File: config.mk
export PLATFORM = sky130hd
export DESIGN_NAME = bitser_alu_accumulator
export DESIGN_NICKNAME = d
export VERILOG_FILES = /design/src/rtl/bitser_alu_accumulator.sv
export SDC_FILE = /design/constraint.sdc
export NUM_CORES = 1
export LEC_CHECK = 0
export ABC_CLOCK_PERIOD_IN_PS = 2070
export CAP_MARGIN = 0
export CELL_PAD_IN_SITES_DETAIL_PLACEMENT = 2
export CELL_PAD_IN_SITES_GLOBAL_PLACEMENT = 2
export CORE_MARGIN = 2
export CORE_UTILIZATION = 33
export CTS_CLUSTER_SIZE = 8
export DETAILED_ROUTE_END_ITERATION = 10
export PLACE_DENSITY_LB_ADDON = 0.08
export REMOVE_ABC_BUFFERS = 1
export SKIP_LAST_GASP = 1
export SYNTH_ARGS = -nofsm -noshare
export SYNTH_HDL_FRONTEND = slang
export SYNTH_SLANG_ARGS = --single-unit
File: constraint.sdc
create_clock -name i_clk -period 2.07 [get_ports i_clk]
set_input_delay 0.207 -clock i_clk [delete_from_list [all_inputs] [get_ports i_clk]]
set_output_delay 0.207 -clock i_clk [all_outputs]
set_load 0.02 [all_outputs]
File: src/rtl/bitser_alu_accumulator.sv
// Bit-serial accumulator with integrated serial adder/subtractor.
// Holds a WIDTH-bit word, streams it LSB-first and combines it with a serial operand.
module bitser_alu_accumulator #(
    parameter int WIDTH = 8,
    parameter int CNT_W = $clog2(WIDTH)
) (
    input  logic             i_clk,
    input  logic             i_rst,
    input  logic             i_start,
    input  logic [1:0]       i_op,
    input  logic             i_clr,
    input  logic             i_data_in,
    output logic             o_data_out,
    output logic             o_busy,
    output logic             o_done,
    output logic [CNT_W-1:0] o_bit_idx,
    output logic             o_carry,
    output logic             o_zero,
    output logic             o_ovf
);

    if (WIDTH < 2) begin : g_bad_width
        $error("bitser_alu_accumulator: WIDTH must be >= 2");
    end

    localparam logic [1:0] OP_LOAD = 2'b00;
    localparam logic [1:0] OP_ADD  = 2'b01;
    localparam logic [1:0] OP_SUB  = 2'b10;
    localparam logic [1:0] OP_HOLD = 2'b11;

    localparam logic [CNT_W-1:0] LAST = CNT_W'(WIDTH - 1);

    typedef enum logic {
        S_IDLE = 1'b0,
        S_RUN  = 1'b1
    } state_e;

    state_e           state_q, state_d;
    logic [1:0]       op_q, op_d;
    logic [WIDTH-1:0] acc_q, acc_d;
    logic [CNT_W-1:0] cnt_q, cnt_d;
    logic             c_q, c_d;
    logic             zacc_q, zacc_d;
    logic             done_q, done_d;
    logic             carry_q, carry_d;
    logic             zero_q, zero_d;
    logic             ovf_q, ovf_d;

    logic b;
    logic r;
    logic cout;
    logic arith;

    // Bit-slice of the serial adder; SUB is acc + ~operand + 1.
    always_comb begin
        b     = i_data_in ^ (op_q == OP_SUB);
        arith = (op_q == OP_ADD) || (op_q == OP_SUB);
        cout  = (acc_q[0] & b) | (acc_q[0] & c_q) | (b & c_q);
        case (op_q)
            OP_LOAD: r = b;
            OP_HOLD: r = acc_q[0];
            default: r = acc_q[0] ^ b ^ c_q;
        endcase
    end

    always_comb begin
        state_d = state_q;
        op_d    = op_q;
        acc_d   = acc_q;
        cnt_d   = cnt_q;
        c_d     = c_q;
        zacc_d  = zacc_q;
        done_d  = 1'b0;
        carry_d = carry_q;
        zero_d  = zero_q;
        ovf_d   = ovf_q;
        unique case (state_q)
            S_IDLE: begin
                if (i_start) begin
                    state_d = S_RUN;
                    op_d    = i_op;
                    cnt_d   = '0;
                    c_d     = (i_op == OP_SUB);
                    zacc_d  = 1'b1;
                end else if (i_clr) begin
                    acc_d   = '0;
                    carry_d = 1'b0;
                    zero_d  = 1'b1;
                    ovf_d   = 1'b0;
                end
            end
            S_RUN: begin
                acc_d  = {r, acc_q[WIDTH-1:1]};
                zacc_d = zacc_q & ~r;
                cnt_d  = cnt_q + CNT_W'(1);
                if (arith) begin
                    c_d = cout;
                end
                // Last bit: c_q is the carry into the MSB.
                if (cnt_q == LAST) begin
                    state_d = S_IDLE;
                    cnt_d   = '0;
                    done_d  = 1'b1;
                    carry_d = arith & cout;
                    ovf_d   = arith & (c_q ^ cout);
                    zero_d  = zacc_q & ~r;
                end
            end
        endcase
    end

    always_ff @(posedge i_clk or posedge i_rst) begin
        if (i_rst) begin
            state_q <= S_IDLE;
            op_q    <= OP_LOAD;
            acc_q   <= '0;
            cnt_q   <= '0;
            c_q     <= 1'b0;
            zacc_q  <= 1'b1;
            done_q  <= 1'b0;
            carry_q <= 1'b0;
            zero_q  <= 1'b1;
            ovf_q   <= 1'b0;
        end else begin
            state_q <= state_d;
            op_q    <= op_d;
            acc_q   <= acc_d;
            cnt_q   <= cnt_d;
            c_q     <= c_d;
            zacc_q  <= zacc_d;
            done_q  <= done_d;
            carry_q <= carry_d;
            zero_q  <= zero_d;
            ovf_q   <= ovf_d;
        end
    end

    assign o_data_out = acc_q[0];
    assign o_busy     = (state_q == S_RUN);
    assign o_done     = done_q;
    assign o_bit_idx  = (state_q == S_RUN) ? cnt_q : '0;
    assign o_carry    = carry_q;
    assign o_zero     = zero_q;
    assign o_ovf      = ovf_q;

endmodule

# Word level (Yosys, flattened, before mapping)
# Index checks and enable logic that the tools add are counted.
# totals
reg_bits	20
out_inout_bits	9
inputBits	7
word_cells	69
# op_classes
n_reduce_logical	6
mux	28
eq_ne	10
addsub	1
bitwise	14
# op_table
operator	n
$mux W8	2
$pmux W8 S2	1
$mux W1	14
$pmux W1 S2	7
$mux W3	3
$and A1 B1 Y1	6
$eq A2 B2 Y1 const B	3
$ne A2 B2 Y1 const B	3
$pmux W3 S2	1
$reduce_and A2 Y1	3
$ne A2 B1 Y1 const B	2
$xor A1 B1 Y1	4
$add A3 B1 Y3 const B	1
$eq A3 B3 Y1 const B	1
$reduce_and A3 Y1	1
$eq A2 B1 Y1 const B	1
$logic_not A2 Y1	1
$not A1 Y1	2
$or A1 B1 Y1	2
$logic_or A1 B1 Y1	1

# Longest topological paths before layout
# Gate-level depths: netlist of run 1.
# logic_depth
depth_word	9
ltp_mapped	7
ltp_nobuf	7

# Worst setup path after synthesis of run 1
# OpenSTA, ideal clock, no wires.
# synth_timing
path_type	register -> register
from	reg op_q[0]
to	reg acc_q[7]
synth_period_minus_slack_ns	1.689
n_path_buf	0
slack_ns	0.381
arrival_time_ns	1.565
path_stages_with_launch	7
t_required_ns	1.946
setup_ns	0.124
cell_sequence	dfrtp_1 inv_1 ha_1 xnor2_1 fa_1 o21ai_1 a211o_1
# synth_via
elab_chain_len	6
elab_cells_between_ends	8
classes_between	2 x eq/ne; 2 x mux; 3 x bitwise; 1 x reduce/logical
# synth_lines
item	line_no	source
start: declaration	39	logic [1:0] op_q, op_d;
start signal: assignment	126	op_q <= op_d;
$eq A2 B2 Y1	56	b = i_data_in ^ (op_q == OP_SUB);
$xor A1 B1 Y1	56	
$xor A1 B1 Y1 (2 in a row)	62	default: r = acc_q[0] ^ b ^ c_q;
$pmux W1 S2 (*)	59	case (op_q)
$pmux W8 S2 (*)	77	unique case (state_q)
end signal: assignment	116	acc_q <= '0;
end signal: assignment	127	acc_q <= acc_d;
end: declaration	40	logic [WIDTH-1:0] acc_q, acc_d;
# Every way passes the cells marked *; elsewhere a longest branch is shown, timed or not.
# A chain may end at the register's enable or synchronous reset.

# Final worst setup path of run 1
# Ends and elaborated chain as after synthesis.

==> results of run 1 <==
## registers in the layout, indices dropped and copies added (netlist names)
register  flops
zacc_q        1
op_q          2
c_q           1
o_carry       1
o_busy        1
o_done        1
cnt_q         3
acc_q         8
o_ovf         1
o_zero        1
## placed cells by master, fill, tap and decap left out, types with 2 or more instances in the layout
master | netlist | final
a22o_1 | 9 | 9
and2_1 | 3 | 3
buf_4 | 1 | 2
clkbuf_4 | 0 | 3
clkdlybuf4s50_1 | 0 | 15
dfrtp_1 | 18 | 18
dfstp_2 | 2 | 2
ha_1 | 5 | 5
inv_1 | 7 | 7
nand2_1 | 8 | 8
nand2b_1 | 4 | 4
nor2_1 | 3 | 3
nor2b_1 | 2 | 2
nor3_1 | 2 | 2
o21ai_0 | 4 | 4
xnor2_1 | 2 | 2
## cell type report
type | count | area (um^2) | area share (%)
Sequential cell | 20 | 503 | 41.4
Multi-Input combinational cell | 56 | 424 | 34.9
Timing Repair Buffer | 17 | 165 | 13.6
Tap cell | 31 | 38.8 | 3.20
Clock inverter | 1 | 30.0 | 2.47
Inverter | 8 | 30.0 | 2.47
Clock buffer | 3 | 22.5 | 1.86
## report_power, final
part | internal, W | switching [W]
clock | 0.000196 | 0.000135
combinational | 0.000485 | 0.000537
sequential | 0.000573 | 0.000128
total | 0.00125 | 0.000800
## metrics by stage
step                      total power [W]  util [%]
after floorplan                   0.00136         -
after global placement            0.00170      41.4
after detailed placement          0.00176      41.4
after CTS                         0.00209      43.3
after global routing              0.00222      43.3
final                             0.00205      43.3
## kinds of logic after synthesis
logic type | after synthesis
AO/OA/AOI/OAI | 20
XOR/XNOR | 2
adder cells (fa/ha/maj) | 6
buffers and inverters | 11
flip-flops | 20
multiplexers | 1
AND/OR/NAND/NOR | 27
## metal layers
metal  global-route usage, %  vias to the layer above
met3                    1.98                        5
met1                    18.9                      361
met5                       0                        -
li1                        -                      337
met4                    5.84                        0
met2                    24.9                       14
## worst min-delay path by stage
stage	start	to	depth (start not counted)
finish	i_rst	o_carry	3
global route	i_rst	cnt_q[0]	3
CTS	i_rst	o_carry	3
detailed placement	o_zero	o_zero	2
global placement	o_zero	o_zero	2
floorplan	i_rst	acc_q[0]	1
## worst max-delay path, stage by stage (launching register included)
cell and delay, ns:
dfrtp_1 0.37, inv_1 0.07, ha_1 0.21, xnor2_1 0.25
fa_1 0.45, o21ai_1 0.25, a211o_1 0.14
==> results.cfg, run 1 <==
[cts]
clkTransAtPathRegs_ns = 0.13
h-tree-depth = 1
cts_buffer_depth = 2
cts_tree = yes
cts_inserted_buffers = 3
cts_root_buffer = clkbuf_4
clock_sinks = 20
post_cts.repair.setup_buffers = 0
hold_buffers = 0
cts_resized = 0
clk-insertion-delay-late_ns = 0.31

[placement]
dp_cells = 132
dpl_worst_slack_ns = 0.275
portBuffers = 15
gp_congestion = 0.708
place_area_mm2 = 0.00116
post-dp-hpwl_um = 1620

[job]
cap_violations = 0

[detailed_routing]
wl_met1_um = 1040
drc = 1
ant_nets = 0
wl_met3_um = 63
firstDrtPassIters = 7
routed.top_layer = met4
route.vias.total = 717
drt_iter0_drc = 5
drt-vias-per-instance = 5.27
wl_met2_um = 1100
post_drt_wl_per_cell_um = 16.5
drt-total-wl_um = 2250

[floorplanning]
die_y_um = 58.7
die_w_um = 58.7
die_area_mm2 = 0.00345
num_rows = 19
coreArea_mm2 = 0.00281
ioPinCount = 16
initial_core_util_pct = 35.2

[logic_synthesis]
yosys-top-cells-area = dfrtp_1 (46%), a22o_1 (8.0%), ha_1 (6.3%), dfstp_2 (5.3%), nand2_1 (3.0%)
synth.distinct_cells = 30
synthSimpleGateAreaFrac_pct = 15.1
synth_xor_area_share_pct = 1.77
synthCells = 87
synthMuxAreaShare_pct = 1.01
ys_warn_count = 0
synth.most_common_cell = dfrtp_1
netlist_area_um2 = 987
synth_ff_type = dfrtp_1
seq_area_frac_synth_pct = 51.0
yosys.area.top_type = dfrtp_1
synth_area_per_cell_um2 = 11.3
ys_seq_elements = 20
synthAdderAreaFrac_pct = 8.37
synth_top_area_share_pct = 45.6
synth_top_family_by_area = compound AO/OA/AOI/OAI gates
synth_async_sr_flop_share_pct = 100
synth_compound_area_share_pct = 16.7
synth_edf_count = 0
synthTopCellsByCount = dfrtp_1 (18), a22o_1 (9), nand2_1 (8)

[worst_setup_path]
critPathCapture = acc_q[7]
r2r_start = op_q[0]
r2r_slack_ns = 0.28
path_max_fanout = 3
cp.arrival_ns = 2.04
rr_worst_depth = 6
r2r-end = acc_q[7]
cp-end-kind = flip-flop
worstSetupStartpoint = op_q[0]
criticalPathCategory = reg -> reg
required_ns = 2.33
cp-start-kind = flip-flop

[sta]
worstMarginPinSlew_ns = 0.429
layout_setup_ws_ns = 0.282
rsz0062_at_grt = no
hold_viol = 0
min_period_ns = 1.79
setup_viol = 0
relSlewSlack_pct = 71.2
skew_ns = 0.00859
max_freq_mhz = 559
fin_setup_tns_ns = 0
finalCritPeriodShare_pct = 86.4
report.final.slew_viol_count = 0
whs_ns = 0.200

[finish]
insertedDiodeCount = 0
num-fill-cells = 306
final_cells = 136
synthToLayoutAreaGrowth_pct = 22.9
final_area_mm2 = 0.00121
nets = 119
drive_gt1_share_pct = 12.4

[pwr]
p_per_area_mw_per_mm2 = 1690
ir_drop_uv = 604
leakagePower_nw = 0.541

[global_routing]
grt_pass1_vias = 789
grt_pass1_wl_um = 3740
gr-total-overflow = 0
antenna_found_initial = 0
grt_max_degree = 23
grt.total_usage_pct = 14.7

[worst_hold_path]
hold_class = in -> async

[outcome]
failed_checks = DRC
outcome = finished, violations left
Note: power is estimated with default switching activity, not from simulation.
==> inputs of run 2 (changes only) <==
--- a/config.mk
+++ b/config.mk
@@ -13,9 +13,10 @@
 export CORE_UTILIZATION = 33
 export CTS_CLUSTER_SIZE = 8
 export DETAILED_ROUTE_END_ITERATION = 10
+export GPL_ROUTABILITY_DRIVEN = 0
+export GPL_TIMING_DRIVEN = 0
 export PLACE_DENSITY_LB_ADDON = 0.08
 export REMOVE_ABC_BUFFERS = 1
-export SKIP_LAST_GASP = 1
 export SYNTH_ARGS = -nofsm -noshare
 export SYNTH_HDL_FRONTEND = slang
 export SYNTH_SLANG_ARGS = --single-unit
==> run 2 against run 1 <==
Compared with the run above:
- critical endpoint is now o_bit_idx[2]
- core utilization is 0.40 points lower
- clock skew is 0.012 ns higher
- design area is 0.93% lower
- highest routed layer unchanged
- largest cell class unchanged
- first-iteration DRC count grew to 4.0 times the previous value
- combinational power is 7% lower
- worst hold slack better by 0.12 ns
- critical path depth is 4 lower
- sequential power is 9.3% higher
- the run still ends with DRC left
==> results.cfg, run 2 (synthesized netlist as in run 1, its figures left out) <==
[floorplanning]
ioPinCount = 16
num_rows = 19
die_w_um = 58.7
coreArea_mm2 = 0.00281
die_y_um = 58.7
initial_core_util_pct = 35.2
die_area_mm2 = 0.00345

[global_routing]
grt.total_usage_pct = 14.0
grt_pass1_vias = 764
antenna_found_initial = 0
grt_pass1_wl_um = 3620
gr-total-overflow = 0
grt_max_degree = 29

[sta]
setup_viol = 0
fin_setup_tns_ns = 0
min_period_ns = 1.92
relSlewSlack_pct = 48.3
finalCritPeriodShare_pct = 92.6
rsz0062_at_grt = no
hold_viol = 0
worstMarginPinSlew_ns = 0.775
skew_ns = 0.0203
report.final.slew_viol_count = 0
max_freq_mhz = 522

[finish]
final_cells = 134
final_cell_mix = dfrtp_1 (17), clkdlybuf4s50_1 (15), a22o_1 (9), nand2_1 (8), inv_1 (7)
insertedDiodeCount = 0
top_regs = acc_q: 8 flops, cnt_q: 3 flops, op_q: 2 flops
synthToLayoutAreaGrowth_pct = 21.8
largest_register_ffs = 8
largest_register = acc_q
final_area_mm2 = 0.00120
utilization_pct = 42.9
drive_gt1_share_pct = 11.7
nets = 117
final_common_cell = dfrtp_1

[worst_setup_path]
cp_top_family = flip-flops
slowest_stage = dfrtp_4
cp_num_cells = 2
cp.arrival_ns = 1.71
path_max_fanout = 28
cp-end-kind = output port
cp_num_buf_inv = 1
required_ns = 1.86
critPathCapture = o_bit_idx[2]
worstSetupStartpoint = o_busy
r2r_start = op_q[0]
criticalPathCategory = reg -> out
cp-start-kind = flip-flop
r2r-end = acc_q[7]
critPathMaxStageDelay_ns = 0.63
r2r_slack_ns = 0.21
path_cells = and2_1 -> clkdlybuf4s50_1
rr_worst_depth = 6

[detailed_routing]
route.vias.total = 694
firstDrtPassIters = 6
ant_nets = 0
drt-vias-per-instance = 5.18
post_drt_wl_per_cell_um = 15.4
drt-total-wl_um = 2070
drc = 1
drt_iter0_drc = 20

[cts]
clock_sinks = 20
cts_buffer_depth = 2
post_cts.repair.setup_buffers = 0
cts_tree = yes
h-tree-depth = 1
cts_inserted_buffers = 3
clk-insertion-delay-late_ns = 0.31
clkTransAtPathRegs_ns = 0.13
cts_root_buffer = clkbuf_4

[pwr]
ir_drop_uv = 643
leakagePower_nw = 0.532
p_per_area_mw_per_mm2 = 1690
finalPower_w = 0.00203

[outcome]
failed_checks = DRC
outcome = finished, violations left

[job]
cap_violations = 0

[placement]
post-dp-hpwl_um = 1490
dp_cells = 130
portBuffers = 15
place_area_mm2 = 0.00115

[worst_hold_path]
hold_class = in -> async
[run 2: power by group]
part	total, W	internal (W)	switching [W]
clock	0.000320	0.000196	0.000124
sequential	0.000766	0.000579	0.000186
combinational	0.000944	0.000474	0.000470
[run 2: worst min-delay path by stage]
stage | start | end | slack [ns] | cells past startpoint
floorplan | i_rst | acc_q[0] | 0.17 | 1
global placement | o_zero | o_zero | 0.47 | 2
detailed placement | o_zero | o_zero | 0.48 | 2
CTS | i_rst | cnt_q[1] | 0.33 | 2
global route | i_rst | acc_q[5] | 0.39 | 2
finish | i_rst | acc_q[5] | 0.32 | 2
[run 2: final cells by class]
cell class                 instances  area (um^2)
multi-input combinational         56          424
fill                             306         1600
tap                               31         38.8
clock inverter                     1         30.0
timing repair buffer              15          150
sequential                        20          507
inverter                           8         30.0
clock buffer                       3         22.5
[run 2: metrics by stage]
step / hold slack [ns] / worst slack [ns]
after CTS: 0.334 / 0.0384
after detailed placement: 0.478 / 0.134
after global routing: 0.385 / 0.0608
after global placement: 0.473 / 0.134
final: 0.320 / 0.153
after floorplan: 0.169 / 0.380
[run 2: worst reg2reg max path: stages (launching register included)]
cell and delay [ns]:
dfrtp_1 0.37, inv_1 0.08, ha_1 0.21, xnor2_1 0.25, fa_1 0.46, o21ai_1 0.29, a211o_1 0.15
[run 2: repair_timing]
item / in CTS / in global routing
endpoints found under the hold margin: 0 / 0
hold buffers: 0 / 0
setup endpoints to repair: 4 / 3
resized for setup: 1 / 1
[run 2: layer usage]
metal,vias to the layer above,part of all wire (%),track usage (%)
li1,330,-,-
met1,349,46,18.0
met2,13,49,22.6
met3,2,3.9,3.96
met4,0,1.0,4.87
met5,-,0,0
